### config.mk
export PLATFORM = sky130hd
export DESIGN_NAME = reg_file_2r2w
export DESIGN_NICKNAME = d
export VERILOG_FILES = /design/src/rtl/reg_file_2r2w.sv
export SDC_FILE = /design/constraint.sdc
export NUM_CORES = 2
export LEC_CHECK = 0
export CAP_MARGIN = 20
export CELL_PAD_IN_SITES_DETAIL_PLACEMENT = 0
export CELL_PAD_IN_SITES_GLOBAL_PLACEMENT = 2
export CORE_ASPECT_RATIO = 1.75
export CORE_MARGIN = 10
export CORE_UTILIZATION = 42
export CTS_CLUSTER_SIZE = 30
export DETAILED_ROUTE_END_ITERATION = 7
export PLACE_DENSITY_LB_ADDON = 0.1
export SYNTH_ARGS = -nofsm -noshare
export SYNTH_HDL_FRONTEND = slang
export SYNTH_SLANG_ARGS = --single-unit
### constraint.sdc
create_clock -name clk -period 3.95 [get_ports clk]
set_clock_uncertainty 0.2 [all_clocks]
set_input_delay 0.79 -clock clk [delete_from_list [all_inputs] [get_ports clk]]
set_output_delay 0.79 -clock clk [all_outputs]
set_load 0.1 [all_outputs]
### src/rtl/reg_file_2r2w.sv
// Two-read / two-write register file with async reset, "no register" address and sticky collision flag.
// Optional same-cycle write-to-read bypass is enabled by defining REGFILE_BYPASS_EN.
module reg_file_2r2w #(
    parameter int unsigned              DATA_W    = 64,
    parameter int unsigned              ADDR_W    = 4,
    parameter int unsigned              NUM_REGS  = 15,
    parameter logic [ADDR_W-1:0]        NONE_ADDR = 4'hF,
    parameter int unsigned              SP_IDX    = 4,
    parameter logic [DATA_W-1:0]        SP_INIT   = 64'h0000_0000_0000_0200
) (
    input  logic              clk,
    input  logic              rst_n,
    input  logic [ADDR_W-1:0] srcA,
    input  logic [ADDR_W-1:0] srcB,
    output logic [DATA_W-1:0] valA,
    output logic [DATA_W-1:0] valB,
    input  logic [ADDR_W-1:0] dstE,
    input  logic [DATA_W-1:0] valE,
    input  logic [ADDR_W-1:0] dstM,
    input  logic [DATA_W-1:0] valM,
    input  logic              wr_en,
    output logic              collide,
    input  logic              collide_clr
);

    localparam logic [ADDR_W-1:0] NumRegsA = ADDR_W'(NUM_REGS);

    logic [DATA_W-1:0] r_regs [NUM_REGS];
    logic              r_collide;

    logic w_srca_ok;
    logic w_srcb_ok;
    logic w_dste_ok;
    logic w_dstm_ok;
    logic w_collide_set;

    // NONE_ADDR is excluded explicitly so it stays "no register" even if it were in range.
    assign w_srca_ok = (srcA < NumRegsA) && (srcA != NONE_ADDR);
    assign w_srcb_ok = (srcB < NumRegsA) && (srcB != NONE_ADDR);
    assign w_dste_ok = (dstE < NumRegsA) && (dstE != NONE_ADDR);
    assign w_dstm_ok = (dstM < NumRegsA) && (dstM != NONE_ADDR);

    assign w_collide_set = wr_en && w_dste_ok && (dstE == dstM);

    always_ff @(posedge clk or negedge rst_n) begin
        if (!rst_n) begin
            for (int i = 0; i < int'(NUM_REGS); i++) begin
                r_regs[i] <= (i == int'(SP_IDX)) ? SP_INIT : '0;
            end
        end else if (wr_en) begin
            // Port M is checked first so it wins when both ports target the same register.
            for (int i = 0; i < int'(NUM_REGS); i++) begin
                if (w_dstm_ok && (dstM == ADDR_W'(i))) begin
                    r_regs[i] <= valM;
                end else if (w_dste_ok && (dstE == ADDR_W'(i))) begin
                    r_regs[i] <= valE;
                end
            end
        end
    end

    always_ff @(posedge clk or negedge rst_n) begin
        if (!rst_n) begin
            r_collide <= 1'b0;
        end else if (collide_clr) begin
            r_collide <= 1'b0;
        end else if (w_collide_set) begin
            r_collide <= 1'b1;
        end
    end

    logic [DATA_W-1:0] w_stored_a;
    logic [DATA_W-1:0] w_stored_b;

    always_comb begin
        w_stored_a = '0;
        w_stored_b = '0;
        for (int i = 0; i < int'(NUM_REGS); i++) begin
            if (w_srca_ok && (srcA == ADDR_W'(i))) begin
                w_stored_a = r_regs[i];
            end
            if (w_srcb_ok && (srcB == ADDR_W'(i))) begin
                w_stored_b = r_regs[i];
            end
        end
    end

`ifdef REGFILE_BYPASS_EN
    always_comb begin
        valA = w_stored_a;
        valB = w_stored_b;
        if (wr_en && w_srca_ok) begin
            if (w_dstm_ok && (srcA == dstM)) begin
                valA = valM;
            end else if (w_dste_ok && (srcA == dstE)) begin
                valA = valE;
            end
        end
        if (wr_en && w_srcb_ok) begin
            if (w_dstm_ok && (srcB == dstM)) begin
                valB = valM;
            end else if (w_dste_ok && (srcB == dstE)) begin
                valB = valE;
            end
        end
    end
`else
    assign valA = w_stored_a;
    assign valB = w_stored_b;
`endif

    assign collide = r_collide;

endmodule

==> metrics <==
largest net degree at the start of global routing=approximately 130; number of synthesized flops with an enable pin=0; Yosys cell types=84; WL met1=between 100 and 150 mm; vias=slightly above 60000; die area=164000 um2; Cell Chain, Critical Path=buf_8 -> buf_16 -> buf_6 -> or3b_4 -> buf_4 -> o21ai_1 -> a21oi_1 -> o211ai_1 -> buf_4 -> buf_12; Reg area=24000 um2; H-tree depth=3; vias in the first global route=60400; num rows=between 150 and 200; Max-Cap Viols=0; layout cells sized above 1=0.176; CP startpoint kind=input pin; Final Cycle Share=1.01; IR drop worst, VDD=0.505 mV; slowest stage delay, CP=530 ps; power density cells=478 nW/um2; post-synth net total=6972; Fmax=between 200 and 300 MHz; met2 wire length=153 mm; max-slew violation count=0; P&R area growth vs syn=23.0%; Fin. Hold Viols=0; Hold Path Class=flop to flop; Synth Instances=6824; Die X=roughly 310 um; commonest non-fill, non-tap cell in the layout=o21ai_0; io pins=277; wire length per cell=38.2 um; final setup fails=4; final worst slack=-47.0 ps; Sink Count=961; cell mode on critical path=buf_4; Worst Path Required=2960 ps; placed cell areas=roughly 73000 um2; WL met3=33.2 mm; Worst Tran Pin Value=1000 ps; clock buffer count from CTS=101; Critical-path top delay cell=or3b_4; sequential area share after synthesis=0.387; total track usage=0.406; Post-synth ARST share=1.00; Filler cells=13800; Clk Latency, worst-skew pair=760 ps; GRT overflow=0; Final Cell Area=76500 um2; endpoint type of the worst setup path=output pin; slew margin rel.=0.330; clock root buffer=clkbuf_16; core area=~150000 um2; DR DRC count=4; failing checks=design-rule violations, negative setup slack; Finished Layout Cells=9082; multi-input logic area=35400 um2; yosys warns=0; commonest non-fill, non-tap cells in the layout=o21ai_0, mux2i_1, nand2_1; Placement Setup Slack=-103 ps; initial core utilization=0.423; GP Congestion=0.971; most used flip-flop cell after synthesis=dfrtp_1; Top Layer Used=met5; number of port buffers=276; drt via density=6.78; Leakage Power=between 30 and 40 nW; die height=roughly 530 um; Post-Route WL=347 mm; Post-Syn Area=62200 um2; Avg Inst Size Synth=9.11 um2; Tot Pwr=0.0366 W; Starting DRT DRC Count=8157; First-pass DRT Iterations=8; minimum clock period=4000 ps; fin nets=between 7000 and 8000; initial antenna violation count=20; crit path max fanout=6; Yosys reg bits=about 960; cell count after placement=8860; worst hold slack=between 200 and 300 ps; global-route wire length before repair=around 480 mm; DRT antenna net count=0; Arr. time, crit path=3010 ps; deepest clock path buffer count=3; status=finished with violations; crit path kind=input pin to output pin; clock slew seen by the registers of the worst setup and hold paths=60 ps; CTS tree=built; Final HPWL DP=~230 mm
-- synth_stat cells, types with 54 or more instances --
cell	n	area share
dfrtp_1	960	0.39
nand2_1	1155	0.070
buf_2	276	0.022
a221oi_1	66	0.0093
o211ai_1	121	0.015
mux4_2	82	0.030
a222oi_1	54	0.0087
nor2_1	122	0.0074
a22oi_1	67	0.0081
a21oi_1	165	0.013
mux2i_1	1172	0.19
mux2_2	80	0.014
buf_4	62	0.0075
clkbuf_1	372	0.022
o21ai_0	1217	0.098
o22ai_1	215	0.022
-- final timing paths --
check	startpoint	end	slack, ps	depth (start not counted)
max in group asynchronous	rst_n	r_regs[790]	1910	4
min reg2reg	r_regs[601]	r_regs[601]	290	2
max reg2reg	r_regs[179]	r_regs[179]	2940	2
min	r_regs[601]	r_regs[601]	290	2
min in group asynchronous	rst_n	r_regs[954]	370	2
max	srcB[1]	valB[56]	-50	10
-- timing repair --
action                                  CTS  global route
resized for setup                         8            33
pin swaps                                 2            13
endpoints found under the setup margin    5            21
endpoints found under the hold margin    44             0
hold buffers                              1             0
buffers inserted                          7            21
cloned                                    0             3
-- kinds of logic (layout without fill, tap and decap cells) --
group                  Yosys count  after routing  synth area share
AND/OR/NAND/NOR               1474           1474            0.0981
AO/OA/AOI/OAI                 2266           2266             0.220
buffers and inverters          786           1060            0.0617
flip-flops                     961            961             0.387
XOR/XNOR                         3              3          0.000423
other                            0             10                 0
multiplexers                  1334           1334             0.233
-- final cells by class --
cell class,count,area share
sequential,961,0.314
antenna,10,0.000327
tap,1974,0.0323
inverter,14,0.000785
clock inverter,41,0.00711
clock buffer,140,0.0384
timing repair buffer,865,0.144
multi-input combinational,5077,0.463
-- critical path: cells and delay by family --
family                 cells  cell delay [ps]
buffers and inverters      6              970
AO/OA/AOI/OAI              3              680
AND/OR/NAND/NOR            1              530
-- metal layers --
layer  up-vias  global-route usage
met5         -                   0
met4        14               0.294
met3      1210              0.0943
met2      4057               0.623
met1     30900               0.499
li1      25300                   -
-- flip-flops by register name (all words and copies together) (netlist names) --
| register | count |
|---|---|
| collide | 1 |
| r_regs | 960 |
-- per-stage QoR --
step | setup TNS, ps | utilization
global placement | -4990 | 0.493
CTS | 0 | 0.518
floorplan | -11990 | -
finish | -151 | 0.520
detailed placement | -348 | 0.493
global route | -3.27 | 0.520
-- report_power, final --
part	switching, W	internal [W]	total [W]
Combinational	0.00704	0.00447	0.0115
Sequential	0.00240	0.0121	0.0145
Clock	0.00458	0.00596	0.0105
No activity file was read; power rests on OpenSTA's default activity.
